<file path="config.mk">
export PLATFORM = sky130hd
export DESIGN_NAME = prog_mem_loader
export DESIGN_NICKNAME = d
export VERILOG_FILES = /design/src/rtl/prog_mem_loader.sv
export SDC_FILE = /design/constraint.sdc
export NUM_CORES = 1
export LEC_CHECK = 0
export ABC_AREA = 1
export BUFFER_PORTS_ARGS = -buffer_cell sky130_fd_sc_hd__buf_2
export CAP_MARGIN = 20
export CORE_AREA = 5 5 137 139
export CTS_CLUSTER_DIAMETER = 50
export DETAILED_ROUTE_END_ITERATION = 6
export DIE_AREA = 0 0 142 144
export PLACE_DENSITY_LB_ADDON = 0.05
export SYNTH_ARGS = -nofsm -noshare
export SYNTH_HDL_FRONTEND = slang
export SYNTH_SLANG_ARGS = --single-unit
</file>
<file path="constraint.sdc">
create_clock -name clk -period 3.05 [get_ports clk]
set_clock_uncertainty 0.1 [all_clocks]
set_input_delay 0.915 -clock clk [delete_from_list [all_inputs] [get_ports clk]]
set_output_delay 0.915 -clock clk [all_outputs]
set_load 0.1 [all_outputs]
</file>
<file path="src/rtl/prog_mem_loader.sv">
// Program-memory loader: receives a length-prefixed, checksummed byte stream over
// valid/ready, fills the flat program memory, and keeps the CPU in reset until a
// load has been verified.
module prog_mem_loader #(
  parameter int unsigned MEM_ADDR_WIDTH = 4
) (
  input  logic                                clk,
  input  logic                                rst,
  input  logic                                load,
  input  logic                                in_valid,
  input  logic [7:0]                          in_data,
  output logic                                in_ready,
  output logic [(2**MEM_ADDR_WIDTH)*8-1:0]    mem,
  output logic                                cpu_rst,
  output logic                                busy,
  output logic                                error,
  output logic [MEM_ADDR_WIDTH:0]             byte_count
);

  localparam int unsigned MemBytes = 2 ** MEM_ADDR_WIDTH;
  localparam int unsigned MemBits  = MemBytes * 8;
  // Longest legal length; 9 bits so that 256 still fits when MEM_ADDR_WIDTH is 8.
  localparam logic [8:0]  MaxLen   = 9'(MemBytes);
  localparam logic [MEM_ADDR_WIDTH:0] CountOne = (MEM_ADDR_WIDTH + 1)'(1);

  typedef enum logic [2:0] {StIdle, StLen, StData, StCsum, StRun, StErr} state_e;

  state_e                    state_q, state_d;
  logic [MemBits-1:0]        mem_q, mem_d;
  logic [MEM_ADDR_WIDTH:0]   count_q, count_d;
  logic [MEM_ADDR_WIDTH:0]   len_q, len_d;
  logic [7:0]                sum_q, sum_d;
  logic                      in_session;
  logic                      xfer;
  logic                      last_byte;

  assign in_session = (state_q == StLen) || (state_q == StData) || (state_q == StCsum);
  assign xfer       = in_valid && in_ready;
  // The byte being accepted in DATA is the final data byte of the session.
  assign last_byte  = (count_q + CountOne) == len_q;

  // State register.
  always_ff @(posedge clk) begin
    if (rst) begin
      state_q <= StIdle;
    end else begin
      state_q <= state_d;
    end
  end

  // Next-state logic; load restarts the session from any state.
  always_comb begin
    state_d = state_q;
    if (load) begin
      state_d = StLen;
    end else begin
      case (state_q)
        StLen: begin
          if (xfer) begin
            if ({1'b0, in_data} > MaxLen) begin
              state_d = StErr;
            end else if (in_data == 8'd0) begin
              state_d = StCsum;
            end else begin
              state_d = StData;
            end
          end
        end
        StData: begin
          if (xfer && last_byte) begin
            state_d = StCsum;
          end
        end
        StCsum: begin
          if (xfer) begin
            state_d = (in_data == sum_q) ? StRun : StErr;
          end
        end
        default: ;
      endcase
    end
  end

  // Outputs decoded from the current state.
  always_comb begin
    in_ready   = in_session && !load;
    busy       = in_session;
    cpu_rst    = (state_q != StRun);
    error      = (state_q == StErr);
    mem        = mem_q;
    byte_count = count_q;
  end

  // Datapath next-state: session clear on load, byte capture on transfer.
  always_comb begin
    mem_d   = mem_q;
    count_d = count_q;
    len_d   = len_q;
    sum_d   = sum_q;
    if (load) begin
      mem_d   = '0;
      count_d = '0;
      sum_d   = '0;
    end else if (xfer) begin
      case (state_q)
        StLen: len_d = (MEM_ADDR_WIDTH + 1)'(in_data);
        StData: begin
          mem_d[{count_q[MEM_ADDR_WIDTH-1:0], 3'b000} +: 8] = in_data;
          count_d = count_q + CountOne;
          sum_d   = sum_q + in_data;
        end
        default: ;
      endcase
    end
  end

  // Datapath registers.
  always_ff @(posedge clk) begin
    if (rst) begin
      mem_q   <= '0;
      count_q <= '0;
      len_q   <= '0;
      sum_q   <= '0;
    end else begin
      mem_q   <= mem_d;
      count_q <= count_d;
      len_q   <= len_d;
      sum_q   <= sum_d;
    end
  end

endmodule
</file>
==> flow_summary.yaml, run 1 <==
status:
  outcome: "finished clean"
power:
  p_seq_share_pct: 46.8
  swShare_pct: 22.9
  p_leak_nw: 3.49
  power.switching_uw: 954
  pwr-share-clk_pct: 49.1
  totalPowerFinal_mw: 4.17
  p_int_mw: 3.21
  irDropWorstVdd_uv: 370
  p_per_area_nw_per_um2: 527
  combPwrFrac_pct: 4.1
clocking:
  cts_hold_buf: 0
  cts_buffer_depth: 2
  tritoncts: "built"
  postCtsResizedCells: 0
  cts_setup_buffers: 0
  h-tree-depth: 4
  cts_root_buf: "clkbuf_16"
  cts_sinks: 149
  clk_pin_slew_ns: 0.06
  numCtsBuffers: 17
  clk_latency_ns: 0.41
sta:
  max-slew-margin-rel_pct: 60.7
  finalSetupTns_ns: 0
  report.final.slew_viol_count: 0
  timing.fmax_mhz: 377
  min_period_ns: 2.65
  fin_crit_sh_pct: 87.0
  tightest_slew_ns: 0.589
  setup_viol: 0
  hold_violations: 0
  rsz0062_at_grt: "false"
yosys:
  synth_fp_nets: 829
  syn_area_um2: 6430
  yosys_warnings: 0
  synth_cell_types: 39
  synth.top_cell.area_share_pct: 46.4
  yosysSeqAreaShare_pct: 46.4
  synth_top_area_cell: "dfxtp_1"
  muxShareOfSynthArea_pct: 0
  yosys.area_share.simple_pct: 19.6
  synth_top_family_by_area: "compound AO/OA/AOI/OAI gates"
  synth_compound_area_share_pct: 21.8
  avgSynthCellArea_um2: 7.96
  synthTopCellsByArea: "dfxtp_1, a21oi_1, o21ai_0, nand2_1, inv_1"
  synthXorXnorAreaFrac_pct: 0.818
  ys_seq_elements: 149
  synth_fa_ha_area_share_pct: 2.06
  netlist_instances: 807
detailed_routing:
  dr.pass1.iters: 4
  route.detailed.drc: 0
  vias_per_cell: 4.94
  wl_per_cell_um: 16.7
  drt_iter0_drc: 378
  vias: 5886
  finalWirelength_um: 19900
  postRouteAntennaNets: 0
run:
  drv_cap: 0
floorplan:
  fp.dieW_um: 142
  fp-row-count: 49
  coreArea_um2: 17500
  die_y_um: 144
  start_util_pct: 36.6
  ios: 149
  dieArea_um2: 20400
finish:
  design_area_um2: 7910
  final_cell_mix: "dfxtp_1, buf_2, a21oi_1"
  nets: 972
  drive_gt1_share_pct: 24.8
  insertedDiodeCount: 0
  area_growth_pct: 23.2
worst_setup_path:
  timing.rr.end: "mem[42]"
  r2r_start: "byte_count[0]"
  critPathRequiredTime_ns: 3.30
  cp-end-kind: "register"
  r2r_cells: 8
  path_max_fanout: 15
  cp.arrival_ns: 2.91
  start_kind: "register"
  worstSetupPathType: "register to register"
  ff2ff_setup_slack_ns: 0.40
grt:
  grt_pass1_vias: 5745
  overflow: 0
  grt_pass1_wl_um: 31600
  antenna_found_initial: 0
  grt_max_degree: 68
  grt_use_total_pct: 19.7
placed_design:
  routabilityCongestion: 0.791
  placed_area_um2: 7340
  hpwl_um: 14200
  portBuffers: 148
worst_hold_path:
  hold_path_depth: 2
  min_from: "mem[82]"
  hold_path_end: "mem[82]"
  hold_path.class: "register to register"
-- cells by family after synthesis --
| logic type | count (synthesis) |
|---|---|
| compound gates | 259 |
| xor+xnor | 6 |
| fa+ha+maj | 10 |
| buf+inv | 134 |
| flops | 149 |
| simple gates | 249 |
-- layer usage --
metal	part of all wire [%]	vias up	track usage, %
li1	-	2974	-
met1	46	2765	25.9
met2	48	126	32.1
met3	4.4	21	4.33
met4	1.2	0	6.62
met5	0	-	0
-- cell usage after synthesis --
master / n
a211oi_1: 8
a211oi_2: 10
a21oi_1: 126
buf_1: 1
buf_2: 7
buf_4: 3
buf_6: 9
clkbuf_1: 14
clkinv_1: 2
dfxtp_1: 149
fa_1: 1
ha_1: 9
inv_1: 90
inv_2: 5
inv_4: 3
nand2_1: 97
nand2_2: 3
nand2_4: 2
nand2_8: 1
nand3_1: 22
nand3_2: 2
nand3_4: 3
nand3b_1: 1
nand4_1: 13
nor2_1: 79
nor2_2: 5
nor2_4: 5
nor2_8: 2
nor3_1: 6
nor3_2: 1
nor3_4: 5
nor4_1: 1
o21a_1: 3
o21ai_0: 108
o21ai_1: 3
o21ai_2: 1
or2_4: 1
xnor2_1: 3
xor2_1: 3
-- cell type report --
class | count | area [um2]
clock inverter | 11 | 126
fill | 1864 | 9620
clock buffer | 20 | 447
sequential | 149 | 2990
multi-input combinational | 524 | 2860
inverter | 100 | 383
timing repair buffer | 158 | 831
tap | 229 | 287
-- registers in the layout, indices dropped and copies added, names as in the netlist --
| name | flops |
|---|---|
| state_q | 3 |
| sum_q | 8 |
| len_q | 5 |
| byte_count | 5 |
| mem | 128 |
-- metrics by stage --
step	utilization [%]	hold WS (ns)	worst slack, ns	cells
floorplan	-	0.354	0.0806	807
global placement	41.9	0.332	0.429	1160
detailed placement	41.9	0.337	0.368	1160
CTS	45.1	0.347	0.383	1191
global route	45.1	0.357	0.0575	1191
finish	45.1	0.343	0.395	1191
-- critical path, stage by stage, from the launching register on --
cell	delay [ns]
dfxtp_2	0.44
inv_4	0.10
ha_1	0.54
nand2_1	0.23
inv_1	0.27
nand3_1	0.25
nor2_4	0.38
o21ai_0	0.12
a21oi_1	0.15
-- worst max-delay path by stage --
stage | slack [ns] | from | endpoint | cells past startpoint
6_report | 0.40 | byte_count[0] | mem[42] | 8
4_1_cts | 0.38 | byte_count[0] | mem[46] | 8
2_1_floorplan | 0.08 | load | mem[44] | 8
3_5_place_dp | 0.37 | load | mem[16] | 8
5_1_grt | 0.06 | byte_count[0] | mem[9] | 8
3_3_place_gp | 0.43 | byte_count[0] | mem[42] | 8
-- power by group through the flow --
| stage | sequential, mW | clock (mW) | combinational [mW] |
|---|---|---|---|
| 2_1_floorplan | 1.99 | 0 | 0.103 |
| 3_3_place_gp | 1.99 | 0 | 0.170 |
| 3_5_place_dp | 1.99 | 0 | 0.172 |
| 4_1_cts | 1.95 | 2.09 | 0.172 |
| 5_1_grt | 1.95 | 2.19 | 0.187 |
| 6_report | 1.95 | 2.04 | 0.171 |
Note: power is estimated with default switching activity, not from simulation.
==> run 2, diff against run 1 <==
SLEW_MARGIN = 10   (was not set)
clock period = 2.8 ns   (was 3.05 ns; I/O delays follow)
==> run 2 against run 1 <==
Register-to-register slack barely moved. Clock-buffer cell count fell by 1. Combinational power rose by 13%. Wire length rose by 1.6%. First-iteration DRC count fell by 19%. Final cell count rose by 1.2%. Total power rose by 13%. Critical endpoint is now error.
==> flow_summary.yaml, run 2 (same netlist as run 1, synthesis figures left out) <==
detailed_routing:
  vias: 5991
  wl_per_cell_um: 16.8
  dr.pass1.iters: 5
  route.detailed.drc: 0
  finalWirelength_um: 20200
  m1WireLength_um: 9230
  top_layer_used: "met4"
  wl_met2_um: 9650
  routed-wl-met3_um: 1000
  drt_iter0_drc: 307
  postRouteAntennaNets: 0
  vias_per_cell: 4.97
grt:
  overflow: 0
  grt_use_total_pct: 19.8
  antenna_found_initial: 0
  grt_pass1_wl_um: 31800
  grt_pass1_vias: 5929
  grt_max_degree: 41
placed_design:
  placed_area_um2: 7440
  routabilityCongestion: 0.873
  portBuffers: 148
  hpwl_um: 14600
worst_setup_path:
  max_stage_delay_ns: 0.46
  r2r_cells: 10
  critPathRequiredTime_ns: 1.86
  start_kind: "register"
  cp_top_family: "buffers and inverters"
  worstSetupPathType: "register to primary output"
  cp_num_buf_inv: 2
  path_cells: "inv_1 -> nor3_2 -> buf_2"
  path_max_fanout: 5
  cp-end-kind: "primary output"
  ff2ff_setup_slack_ns: 0.39
  cp.arrival_ns: 1.64
  r2r_start: "byte_count[0]"
  timing.rr.end: "mem[25]"
  slowest_stage: "buf_2"
power:
  p_leak_nw: 3.57
  p_int_mw: 3.56
  pwr-share-clk_pct: 50.7
  swShare_pct: 24.3
  combPwrFrac_pct: 4.1
  irDropWorstVdd_uv: 393
  p_seq_share_pct: 45.2
  p_per_area_nw_per_um2: 584
  power.switching_mw: 1.14
worst_hold_path:
  hold_path.class: "register to register"
  hold_path_depth: 2
  min_from: "mem[102]"
  hold_path_end: "mem[102]"
sta:
  max-slew-margin-rel_pct: 63.2
  tightest_slew_ns: 0.550
  report.final.slew_viol_count: 0
  min_period_ns: 2.58
  finalSetupTns_ns: 0
  hold_violations: 0
  timing.fmax_mhz: 388
  worst_hold_slack_ns: 0.343
  rsz0062_at_grt: "false"
  setup_viol: 0
  fin_crit_sh_pct: 92.1
run:
  drv_cap: 0
finish:
  final_cell_mix: "dfxtp_1, buf_2, a21oi_1"
  largest_reg_flops: 128
  insertedDiodeCount: 0
  nets: 985
  drive_gt1_share_pct: 26.1
  design_area_um2: 8060
  area_growth_pct: 25.4
  fillerInstances: 1805
floorplan:
  fp.dieW_um: 142
  die_y_um: 144
  start_util_pct: 36.6
  fp-row-count: 49
  coreArea_um2: 17500
  ios: 149
  dieArea_um2: 20400
clocking:
  cts_setup_buffers: 0
  h-tree-depth: 4
  postCtsResizedCells: 0
  cts_root_buf: "clkbuf_16"
  cts_hold_buf: 0
  clk_latency_ns: 0.42
  cts_buffer_depth: 2
  tritoncts: "built"
  numCtsBuffers: 17
  cts_sinks: 149
  clk_pin_slew_ns: 0.07
status:
  outcome: "finished clean"
==> run 2: area by class of cell <==
cell class | instances | area, um2 | area share [%]
clock buffers | 19 | 453 | 5.62
flip-flops and latches | 149 | 2990 | 37.1
well taps | 229 | 287 | 3.56
clock inverters | 13 | 160 | 1.99
multi-input cells | 524 | 2860 | 35.5
repair buffers | 171 | 928 | 11.5
inverters | 100 | 383 | 4.75
==> run 2: metrics by stage <==
step	util (%)	setup slack [ns]	instances	power (mW)
floorplan	-	0.160	807	2.29
global placement	42.5	0.286	1173	2.37
detailed placement	42.5	0.228	1173	2.37
CTS	45.9	0.167	1205	4.75
global route	45.9	0.0936	1205	4.87
finish	45.9	0.222	1205	4.70
==> run 2: power by group through the flow <==
stage | Sequential (mW) | Clock [mW] | Combinational [mW]
3_3_place_gp | 2.17 | 0 | 0.193
3_5_place_dp | 2.17 | 0 | 0.194
2_1_floorplan | 2.17 | 0 | 0.113
5_1_grt | 2.12 | 2.53 | 0.211
6_report | 2.13 | 2.39 | 0.194
4_1_cts | 2.13 | 2.43 | 0.194
==> run 2: routing by layer <==
| layer | global-route usage (%) | vias to the layer above |
|---|---|---|
| li1 | - | 3000 |
| met1 | 25.2 | 2819 |
| met2 | 33.3 | 149 |
| met3 | 4.89 | 23 |
| met4 | 5.71 | 0 |
| met5 | 0 | - |
==> run 2: how the worst max path moves through the flow <==
stage / slack, ns / to / start / cells past startpoint
floorplan: 0.16 / mem[44] / byte_count[1] / 10
global placement: 0.29 / sum_q[6] / in_data[0] / 11
detailed placement: 0.23 / sum_q[6] / in_data[0] / 11
CTS: 0.17 / error / state_q[0] / 3
global route: 0.09 / error / state_q[0] / 3
finish: 0.22 / error / state_q[0] / 3
==> run 2: worst register-to-register path, stage by stage, from the launching register on <==
cell	delay, ns
dfxtp_2	0.44
inv_4	0.10
ha_1	0.32
buf_4	0.18
nor2_8	0.21
inv_2	0.07
nor2_4	0.11
inv_2	0.06
nor3_4	0.46
o21ai_0	0.15
a21oi_1	0.14
==> run 3, diff against run 2 <==
CORE_AREA = 5 5 127 129   (was 5 5 137 139)
DIE_AREA = 0 0 132 134   (was 0 0 142 144)
==> run 3 against run 2 <==
Final area shrank 1.3%. Non-clock buffer count decreased by 8. Combinational power decreased by 2%. Final cell count decreased by 4.1%. Clock-buffer cell count up 3. Fmax rose by 0.90%. Critical path type unchanged. Largest power group unchanged.
==> flow_summary.yaml, run 3 (same netlist as run 1, synthesis figures left out) <==
status:
  outcome: "finished clean"
power:
  p_per_area_nw_per_um2: 588
  p_int_mw: 3.63
  irDropWorstVdd_uv: 449
  power.switching_mw: 1.05
  combPwrFrac_pct: 4.1
  pwr-share-clk_pct: 50.5
  p_seq_share_pct: 45.5
  swShare_pct: 22.4
  p_leak_nw: 3.53
finish:
  area_growth_pct: 23.8
  drive_gt1_share_pct: 25.2
  largest_reg_flops: 128
  nets: 977
  final_cell_mix: "dfxtp_1, buf_2, a21oi_1"
  insertedDiodeCount: 0
sta:
  tightest_slew_ns: 0.539
  hold_violations: 0
  rsz0062_at_grt: "false"
  min_period_ns: 2.56
  fin_crit_sh_pct: 91.3
  finalSetupTns_ns: 0
  max-slew-margin-rel_pct: 63.9
  timing.fmax_mhz: 391
  report.final.slew_viol_count: 0
  setup_ws_ns: 0.245
  setup_viol: 0
detailed_routing:
  route.detailed.drc: 0
  dr.pass1.iters: 5
  vias_per_cell: 5.15
  drt_iter0_drc: 362
  finalWirelength_um: 18900
  vias: 5959
  postRouteAntennaNets: 0
  wl_per_cell_um: 16.3
floorplan:
  die_y_um: 134
  start_util_pct: 43.1
  coreArea_um2: 14900
  fp-row-count: 45
  fp.dieW_um: 132
  ios: 149
  dieArea_um2: 17700
worst_setup_path:
  cp.arrival_ns: 1.62
  slowest_stage: "buf_2"
  path_max_fanout: 5
  critPathRequiredTime_ns: 1.86
  start_kind: "register"
  worstSetupPathType: "register to primary output"
  path_cells: "inv_1 -> nor3_2 -> buf_2"
  cp-end-kind: "primary output"
  max_stage_delay_ns: 0.46
grt:
  grt_max_degree: 109
  antenna_found_initial: 0
  overflow: 0
  grt_pass1_wl_um: 30000
  grt_pass1_vias: 5602
  grt_use_total_pct: 21.1
clocking:
  clk_pin_slew_ns: 0.06
  numCtsBuffers: 17
  postCtsResizedCells: 0
  cts_setup_buffers: 0
  clk_latency_ns: 0.42
  cts_hold_buf: 0
  cts_sinks: 149
  cts_buffer_depth: 2
  cts_root_buf: "clkbuf_16"
  h-tree-depth: 4
  tritoncts: "built"
placed_design:
  portBuffers: 148
  routabilityCongestion: 0.867
  hpwl_um: 13500
  pre_cts_ws_ns: 0.283
run:
  drv_cap: 0
worst_hold_path:
  hold_path.class: "register to register"
==> run 3: cell types whose count changed in the layout (fill, tap and decap cells not counted), sizes merged <==
cell      previous run  this run
buf                171       163
clkinvlp             2         1
clkbuf              19        22
inv                105       100
bufinv               2         3
clkinv               4         6
==> run 3: final cells by class <==
type                            instances  area [um2]
Tap cell                              188         235
Multi-Input combinational cell        524        2860
Fill cell                            1463        6970
Inverter                              100         383
Clock buffer                           22         464
Clock inverter                         10         146
Sequential cell                       149        2990
Timing Repair Buffer                  163         881
==> run 3: per-stage QoR <==
step	std cells	hold WS, ns	total power, mW	cell area [um2]	util, %
detailed placement	1124	0.333	2.36	7340	49.2
global route	1156	0.356	4.83	7960	53.3
global placement	1124	0.329	2.36	7340	49.2
CTS	1156	0.342	4.72	7960	53.3
floorplan	807	0.354	2.29	6440	-
finish	1156	0.341	4.68	7960	53.3
==> run 3: routing by layer <==
layer | wire, um | up-vias | GRT usage (%)
met5 | 0 | - | 0
met4 | 273 | 0 | 6.00
met3 | 1180 | 20 | 6.08
met2 | 8890 | 175 | 33.9
met1 | 8550 | 2772 | 27.8
li1 | - | 2992 | -
==> run 3: power groups by stage <==
stage               combinational, mW  sequential, mW  clock (mW)
global placement                0.187            2.17           0
CTS                             0.190            2.13        2.41
global route                    0.205            2.12        2.50
floorplan                       0.113            2.17           0
finish                          0.190            2.13        2.36
detailed placement              0.189            2.17           0
==> run 3: critical path: cells and delay by family, from the launching register on <==
kind | cells | cell delay [ns]
buffers and inverters | 2 | 0.58
and+or+nand+nor | 1 | 0.16
DFF | 1 | 0.44
==> run 3: final timing paths <==
path                  from      end  slack, ns  depth (start not counted)
max             state_q[0]    error       0.24                          3
max reg2reg  byte_count[0]  mem[42]       0.25                          8
min                mem[80]  mem[80]       0.34                          2
min reg2reg        mem[80]  mem[80]       0.34                          2
